`src/rtl/m68040_bus_ctrl.sv`:
```
// m68040_bus_ctrl -- 68040-style bus transfer controller.
//
// Decodes the CPU address at transfer start into one of NREG regions (by
// a[31:28]), inserts per-region wait states gated by the region's device-ready
// line, and answers with TA (normal end), TEA (decode miss or timeout) and TBI
// (line transfer to a region that cannot burst). Line transfers to
// burst-capable regions run four beats.
//
// Ports:
//   clk      sole clock, rising edge
//   rst      asynchronous reset, active low
//   ts_n     transfer start (sampled only in IDLE), active low
//   a        CPU address
//   rw       1 = read (latched with the transfer; sequencing is direction-independent)
//   siz      transfer size, 2'b11 = line
//   dev_rdy  per-region device ready, active high
//   ta_n     transfer acknowledge, active low (registered)
//   tea_n    transfer error acknowledge, active low (registered)
//   tbi_n    burst inhibit, active low (registered)
//   sel      one-hot region select (registered)
//   beat     current line-transfer beat index (registered)
//   addr_q   address latched at transfer start
//   busy     high whenever the controller is not IDLE (registered)
module m68040_bus_ctrl #(
  parameter int                     NREG      = 4,
  parameter int                     WS_W      = 4,
  parameter logic [4*NREG-1:0]      REG_NIB   = {4'h8, 4'h3, 4'h2, 4'h0},
  parameter logic [WS_W*NREG-1:0]   REG_WS    = {4'd0, 4'd5, 4'd5, 4'd2},
  parameter logic [NREG-1:0]        REG_BURST = 4'b0001,
  parameter int                     TIMEOUT   = 255
) (
  input  logic            clk,
  input  logic            rst,
  input  logic            ts_n,
  input  logic [31:0]     a,
  input  logic            rw,
  input  logic [1:0]      siz,
  input  logic [NREG-1:0] dev_rdy,
  output logic            ta_n,
  output logic            tea_n,
  output logic            tbi_n,
  output logic [NREG-1:0] sel,
  output logic [1:0]      beat,
  output logic [31:0]     addr_q,
  output logic            busy
);

  typedef enum logic [1:0] {IDLE, WAIT, ACK, ERR} state_t;

  localparam logic [7:0] TO_LAST = 8'(TIMEOUT - 1);

  state_t          state_reg, state_next;
  logic [2:0]      idx_reg, idx_next;
  logic [WS_W-1:0] wait_reg, wait_next;
  logic [7:0]      to_reg, to_next;
  logic [1:0]      beat_next;
  logic [31:0]     addr_next;
  logic [1:0]      siz_reg, siz_next;
  logic            rw_reg, rw_next;
  logic            ta_next, tea_next, tbi_next, busy_next;
  logic [NREG-1:0] sel_next;

  // Direction is captured for completeness; nothing downstream depends on it.
  logic unused_attr;
  assign unused_attr = rw_reg;

  // Region match vector from the live address (only used in IDLE).
  logic [NREG-1:0] match;
  logic [WS_W-1:0] ws_arr [NREG];
  genvar gi;
  generate
    for (gi = 0; gi < NREG; gi++) begin : g_region
      assign match[gi]  = (a[31:28] == REG_NIB[4*gi +: 4]);
      assign ws_arr[gi] = REG_WS[WS_W*gi +: WS_W];
    end
  endgenerate

  // Lowest matching index wins: scan downwards so the last hit is the lowest.
  logic       hit;
  logic [2:0] hit_idx;
  always_comb begin
    hit     = |match;
    hit_idx = '0;
    for (int i = NREG - 1; i >= 0; i--) begin
      if (match[i]) hit_idx = 3'(i);
    end
  end

  // Attributes of the region owning the current transfer.
  logic [WS_W-1:0] cur_ws;
  logic            cur_rdy;
  logic            cur_burst;
  always_comb begin
    cur_ws    = '0;
    cur_rdy   = 1'b0;
    cur_burst = 1'b0;
    for (int i = 0; i < NREG; i++) begin
      if (idx_reg == 3'(i)) begin
        cur_ws    = ws_arr[i];
        cur_rdy   = dev_rdy[i];
        cur_burst = REG_BURST[i];
      end
    end
  end

  logic line_xfer;
  assign line_xfer = (siz_reg == 2'b11);

  // Next-state and next-output logic.
  always_comb begin
    state_next = state_reg;
    idx_next   = idx_reg;
    wait_next  = wait_reg;
    to_next    = to_reg;
    beat_next  = beat;
    addr_next  = addr_q;
    siz_next   = siz_reg;
    rw_next    = rw_reg;

    case (state_reg)
      IDLE: begin
        if (!ts_n) begin
          addr_next = a;
          siz_next  = siz;
          rw_next   = rw;
          wait_next = '0;
          to_next   = '0;
          beat_next = 2'd0;
          if (hit) begin
            idx_next   = hit_idx;
            state_next = WAIT;
          end else begin
            state_next = ERR;
          end
        end
      end
      WAIT: begin
        if ((wait_reg >= cur_ws) && cur_rdy) begin
          state_next = ACK;
        end else if (to_reg == TO_LAST) begin
          state_next = ERR;
        end else begin
          to_next = to_reg + 8'd1;
        end
        // Saturate so long waits on a slow device cannot wrap the count.
        if (wait_reg != '1) wait_next = wait_reg + WS_W'(1);
      end
      ACK: begin
        if (line_xfer && cur_burst && (beat != 2'd3)) begin
          // The ACK cycle itself is count 0 of the next beat, so the
          // following WAIT cycle starts at 1.
          state_next = WAIT;
          beat_next  = beat + 2'd1;
          wait_next  = WS_W'(1);
          to_next    = '0;
        end else begin
          state_next = IDLE;
          beat_next  = 2'd0;
        end
      end
      ERR: begin
        state_next = IDLE;
        beat_next  = 2'd0;
      end
      default: begin
        state_next = IDLE;
      end
    endcase

    // Outputs are decoded from the next state and registered, so they line
    // up with the state register and have no input-to-output path.
    ta_next   = (state_next != ACK);
    tea_next  = (state_next != ERR);
    tbi_next  = !((state_next == ACK) && line_xfer && !cur_burst);
    busy_next = (state_next != IDLE);
    sel_next  = '0;
    for (int i = 0; i < NREG; i++) begin
      sel_next[i] = ((state_next == WAIT) || (state_next == ACK)) && (idx_next == 3'(i));
    end
  end

  always_ff @(posedge clk or negedge rst) begin
    if (!rst) begin
      state_reg <= IDLE;
      idx_reg   <= '0;
      wait_reg  <= '0;
      to_reg    <= '0;
      siz_reg   <= '0;
      rw_reg    <= 1'b0;
      beat      <= 2'd0;
      addr_q    <= '0;
      ta_n      <= 1'b1;
      tea_n     <= 1'b1;
      tbi_n     <= 1'b1;
      busy      <= 1'b0;
      sel       <= '0;
    end else begin
      state_reg <= state_next;
      idx_reg   <= idx_next;
      wait_reg  <= wait_next;
      to_reg    <= to_next;
      siz_reg   <= siz_next;
      rw_reg    <= rw_next;
      beat      <= beat_next;
      addr_q    <= addr_next;
      ta_n      <= ta_next;
      tea_n     <= tea_next;
      tbi_n     <= tbi_next;
      busy      <= busy_next;
      sel       <= sel_next;
    end
  end

endmodule
```
`config.mk`:
```
export PLATFORM = sky130hd
export DESIGN_NAME = m68040_bus_ctrl
export DESIGN_NICKNAME = d
export VERILOG_FILES = /design/src/rtl/m68040_bus_ctrl.sv
export SDC_FILE = /design/constraint.sdc
export NUM_CORES = 1
export LEC_CHECK = 0
export BUFFER_PORTS_ARGS = -buffer_cell sky130_fd_sc_hd__buf_2
export CAP_MARGIN = 20
export CORE_UTILIZATION = 56
export DETAILED_ROUTE_END_ITERATION = 8
export PLACE_DENSITY_LB_ADDON = 0.12
export SLEW_MARGIN = 40
export SYNTH_ARGS = -nofsm -noshare
export SYNTH_HDL_FRONTEND = slang
export SYNTH_SLANG_ARGS = --single-unit
```
`constraint.sdc`:
```
create_clock -name clk -period 5.9 [get_ports clk]
set_input_delay 0.59 -clock clk [delete_from_list [all_inputs] [get_ports clk]]
set_output_delay 0.59 -clock clk [all_outputs]
set_load 0.01 [all_outputs]
```
## Yosys cells after proc, flatten, opt, wreduce, memory -nomap -nowiden

Index checks and enable logic that the tools add are counted.

- Order comparisons: 1
- Multiplexer cells: 37
- Equality and inequality tests: 25
- Reduce and logical (&&, ||, !) cells: 24
- Bitwise gates (word level): 1
- $add $sub $neg: 3

Operators by type and width:

| cell | count |
|---|---|
| two-way mux 8 bit | 4 |
| two-way mux 4 bit | 6 |
| one-hot mux 8 bit (3 select lines) | 1 |
| two-way mux 2 bit | 9 |
| != test 2 bit (second input constant) | 8 |
| two-way mux 3 bit | 5 |
| equality test 3 x 2 -> 1 bit (second input constant) | 4 |
| one-hot mux 4 bit (3 select lines) | 1 |
| logical AND 1 bit | 9 |
| two-way mux 1 bit | 9 |
| adder 8 x 1 -> 8 bit (second input constant) | 1 |
| equality test 2 bit (second input constant) | 4 |
| equality test 4 x 2 -> 1 bit (second input constant) | 2 |
| equality test 8 bit (second input constant) | 1 |
| one-hot mux 2 bit (4 select lines) | 1 |
| equality test 3 x 1 -> 1 bit (second input constant) | 2 |
| logical NOT 3 bit | 2 |
| one-hot mux 2 bit (3 select lines) | 1 |
| nonzero test 3 bit | 2 |
| AND reduction 5 bit | 1 |
| adder 4 x 1 -> 4 bit (second input constant) | 1 |
| equality test 2 x 1 -> 1 bit (second input constant) | 2 |
| equality test 4 bit (second input constant) | 1 |
| >= comparator 4 bit | 1 |
| other kinds (11) | 13 |

- Input port bits: 42
- Word-level logic and storage cells: 103
- Register bits after elaboration: 61
- Output and inout bits: 42

## Longest topological paths before layout

- Word-level depth: 13
- Mapped depth: 12
- Depth with buffers taken out: 12

## Worst setup path before layout

No wires, ideal clock.

- Path type: register to register
- Start point: register idx_reg[1]
- End point: register sel[2]
- Path buffers: 0
- Slack: 3.167 ns
- Required time: 5.827 ns
- Cell stages (with the launch flop): 11
- Clock period less this slack: 2.733 ns
- Data arrival time: 2.660 ns
- Setup time: 0.073 ns
- Cells stage by stage: dfrtp_1 > or3_4 > ha_1 > a211oi_1 > o21ai_0 > a31oi_2 > mux2i_1 > o21a_1 > ha_1 > nor3b_1 > nor2b_1

- Longest elaborated chain between the ends: 12
- Elaborated cells on any way between the ends: 31
- Classes of those cells: order compare: 1; eq/ne: 6; mux: 18; reduce/logical: 6

Ends and longest elaborated chain:

| element | RTL line | text |
|---|---|---|
| start, declared | 53 | `logic [2:0] idx_reg, idx_next;` |
| start signal, assigned | 199 | `idx_reg <= idx_next;` |
| logical NOT 3 bit | 98 | `if (idx_reg == 3'(i)) begin` |
| two-way mux 2 bit | 98 |  |
| two-way mux 4 bit (3 in a row) | 98 |  |
| >= comparator 4 bit | 138 | `if ((wait_reg >= cur_ws) && cur_rdy) begin` |
| logical AND 1 bit * | 138 |  |
| two-way mux 2 bit * | 138 |  |
| one-hot mux 2 bit (4 select lines) * | 120 | `case (state_reg)` |
| named net state_next[1] | 52 | `state_t state_reg, state_next;` |
| equality test 2 x 1 -> 1 bit / equality test 2 bit (equally long branches) | 178 | `sel_next[i] = ((state_next == WAIT) \|\| (state_next == ACK)) && (idx_next == 3'(i));` |
| logical OR 1 bit * | 178 |  |
| logical AND 1 bit * | 178 |  |
| named net sel_next[2] | 61 | `logic [NREG-1:0] sel_next;` |
| end signal, assigned | 210 | `sel <= sel_next;` |
| end, declared | 42 | `output logic [NREG-1:0] sel,` |

Mark *: on every way through the listed nets, which the timed path passes. The rest lies on a longest branch.
A chain may end at the register's enable or synchronous reset.

## Worst setup path in the final report

- Start point: register idx_reg[0]
- End point: register sel[3]

The elaborated chain is that of the path after synthesis.

==> results.txt <==
- RSZ-0062 raised after global routing: no
* Via total after detailed routing: between 2000 and 2500
* Run status: complete, no violations
* Clock Root Buffer: clkbuf_8
- Clock latency of the later-clocked register in the worst-skew pair: around 0.33 ns
* Leakage dissipation: 2.06 nW
- Remaining DRCs: 0
* Max cap viols: 0
- Number of instances in the synthesized netlist: roughly 320
- First-pass GRT wire length: just over 10000 um
* Avg Cell Area, Syn: 9.28 um^2
- On the final layout, the worst clock skew is 0.00411 ns.
* Asr flop ratio synth: 1.00
* Warning count from the yosys run: 0
- In the final design database the tool counted 466 nets.
- Ranked by instance count, the synthesized netlist is headed by nand2_1 (122), dfrtp_1 (58), ha_1 (16), inv_1 (13), nand3_1 (10).
* Antenna diode count: 0
- For the finished layout, the period the worst path requires is 3.16 ns.
* Max Fanout on Critical Path: 10
* DR vias/cell: 5.15
- Counting stages on the worst path, the most repeated cell is ha_1.
* Number of top-level pins: 84
- CTS max path bufs: 2
- Critical path class: reg2reg
- STA puts the critical path data required time at around 6 ns.
- Type of the worst min-delay path: in2async
- Data on the critical path arrives at its endpoint at 3.42 ns.
* Reg power frac: 0.519
- Setup total negative slack on the finished layout was measured at 0 ns.
* Primary FF master, synth: dfrtp_1
- Fraction of power spent switching nets: 0.212
- On the critical path, the stage with the largest delay is an instance of a31oi_2.
* Maximum number of pins on one net before global-route repair: 62
- Cells traversed along the worst timing path: xor2_1 -> nand2_1 -> ha_1 -> a211oi_1 -> o21ai_0 -> a31oi_2 -> mux2i_1 -> o21a_1 -> ha_1 -> nor3b_1 -> and2_1
* Flip-flop count of the largest register after layout: 32
- After clock tree synthesis, the clock-pin slew on the worst setup and hold paths is approximately 0.07 ns.
- In this design, the stage delay of the slowest critical-path cell is between 0.5 and 0.6 ns.
- When the netlist entered floorplanning its net count stood at roughly 380.
- Die width: approximately 75 um
* Largest cells by area after synthesis: dfrtp_1 (48%), nand2_1 (15%), ha_1 (6.7%)
- # setup viols final: 0
- The worst register-to-register path begins at idx_reg[0].
- The clock drives slightly above 60 sinks.
* Most instantiated library cell after synthesis: nand2_1
- Number of antenna violations at the first check in global routing: 0
* Remaining global-route overflow: 0
- In this run the cell area of the synthesized design comes to about 3000 um^2.
* Max H-tree Level: 3
- Final routed wirelength across all metal layers: 5910 um
* Syn-to-layout area delta: 22.5%
- The die covers ~5600 um^2.
- During placement, the flow inserted port buffers numbering ~80.
- Sw power: between 150 and 200 uW
- The initial utilization of the core area, before any placement, comes to 0.583.
- Across all register-to-register paths, the minimum setup slack is 2.74 ns.
- The first detailed-routing pass ran for 4 iterations.
* Max Transition Viols Final: 0
- Of the total power, the clock network draws 0.448.
- Internal power comes to ~640 uW.
- Vertical die dimension: 75.2 um
- The core region is 5140 um^2.
- Power after layout: roughly 800 uW
- Number of cells on the worst reg-to-reg path: 11
* Largest area contributor in the netlist: dfrtp_1
- The congestion estimate from routability-driven global placement came to 0.795.
* Std cell rows: 26
- After clock tree synthesis, the repair step resized 0 gates.
- In the final layout, the share of cells above drive strength 1 is 0.276.
- Crit start category: flip-flop
- Endpoint class of the critical path: flip-flop
- VDD IR max: roughly 0.00015 V
* Worst Max-Slew Pin Slew: 0.713 ns
- Buffers inserted to repair hold after CTS numbered 0.
- Max Freq: ~0.32 GHz
- Combinational Power Share: 0.033
- Cell family with most CP delay: compound AO/OA/AOI/OAI gates
- Remaining max-slew budget at the tightest pin: 0.525
* Distinct cell type count after synthesis: 48
* Power per standard cell area: ~220 nW/um^2
- The share of the Yosys chip area taken by registers is 0.511.
- Half-perimeter wire length after placement: approximately 4200 um
- After detailed routing, the average wire length per cell comes to ~12 um.
- The via count of the first global-routing pass came to between 2000 and 2500.
- Of the post-synthesis cell area, the dominant cell type holds 0.484.
* Setup Buffers After CTS: 0
- CTS tree: done
* Seq cells post-synth: a little over 60
- Total CTS buffers: 9
- Final cycle utilization of the critical path: 0.535
- Global router's overall resource usage: 0.238
* Post-route antenna net violation count: 0
- Hold violation count in the final report: 0
* Sum of buffers and inverters on the critical path: 0
* Capture point of the worst reg-to-reg path: sel[3]
- Number of enable flip-flop cells after synthesis: 0
* Number of design-rule violations left by the first detailed-router iteration: 96
metal layers:
metal,global-route usage,part of all wire,vias up
met5,0,0,-
met4,0.0782,0.012,0
met3,0.0669,0.048,9
met2,0.419,0.50,64
met1,0.281,0.44,1165
li1,-,-,1251
power groups by stage:
stage | Clock [mW] | Sequential, mW | Combinational (mW)
6_report | 0.361 | 0.418 | 0.0266
3_5_place_dp | 0 | 0.426 | 0.0269
3_3_place_gp | 0 | 0.426 | 0.0262
4_1_cts | 0.372 | 0.418 | 0.0271
5_1_grt | 0.390 | 0.418 | 0.0308
2_1_floorplan | 0 | 0.426 | 0.00299
cell type report:
class / count / area (um^2)
Clock buffer: 12 / 145
Timing Repair Buffer: 85 / 437
Inverter: 13 / 48.8
Fill cell: 446 / 1470
Sequential cell: 61 / 1530
Multi-Input combinational cell: 238 / 1380
Clock inverter: 4 / 47.5
Tap cell: 70 / 87.6
per-stage QoR:
stage / area [um^2] / cells / setup WS (ns) / hold slack, ns / util
after detailed placement: 3470 / 467 / 2.76 / 0.457 / 0.676
after CTS: 3670 / 483 / 2.74 / 0.432 / 0.713
after global routing: 3670 / 483 / 2.52 / 0.402 / 0.714
after floorplan: 3000 / 323 / 3.17 / 0.294 / -
final: 3670 / 483 / 2.74 / 0.333 / 0.714
after global placement: 3470 / 467 / 2.82 / 0.452 / 0.676
worst reg2reg max path, delay by kind of cell (launching register included):
kind,cells,cell delay [ns]
compound gates,4,1.16
xor+xnor,1,0.17
fa+ha+maj,2,0.62
flops,1,0.46
mux,1,0.17
simple gates,3,0.53
cells in the final DEF, fill, tap and decap left out, types with 3 or more instances in the layout:
cell | Yosys | layout
nand2_1 | 122 | 122
buf_2 | 0 | 82
dfrtp_1 | 58 | 58
ha_1 | 16 | 16
inv_1 | 13 | 13
nand3_1 | 10 | 10
clkbuf_8 | 0 | 10
o21ai_0 | 8 | 8
a21oi_1 | 6 | 6
nor2b_1 | 7 | 6
nand4_1 | 6 | 6
mux2i_1 | 5 | 5
nor2_1 | 4 | 4
a21o_1 | 4 | 4
and2_1 | 4 | 4
a31oi_1 | 3 | 3
nand2b_1 | 3 | 3
nor4b_1 | 3 | 3
dfstp_2 | 3 | 3
logic make-up after synthesis:
| family | Yosys count | share of synthesized area |
|---|---|---|
| compound gates | 41 | 0.101 |
| xor+xnor | 1 | 0.00292 |
| fa+ha+maj | 16 | 0.0668 |
| buf+inv | 24 | 0.0313 |
| flops | 61 | 0.511 |
| mux | 7 | 0.0292 |
| simple gates | 173 | 0.258 |
how the worst max path moves through the flow:
| stage | from | endpoint | slack [ns] | cells past startpoint |
|---|---|---|---|---|
| after global routing | idx_reg[0] | sel[3] | 2.52 | 11 |
| after global placement | idx_reg[0] | sel[2] | 2.82 | 11 |
| after floorplan | idx_reg[1] | sel[2] | 3.17 | 10 |
| final | idx_reg[0] | sel[3] | 2.74 | 11 |
| after CTS | idx_reg[0] | sel[3] | 2.74 | 11 |
| after detailed placement | idx_reg[0] | sel[3] | 2.76 | 11 |
Note: power is estimated with default switching activity, not from simulation.
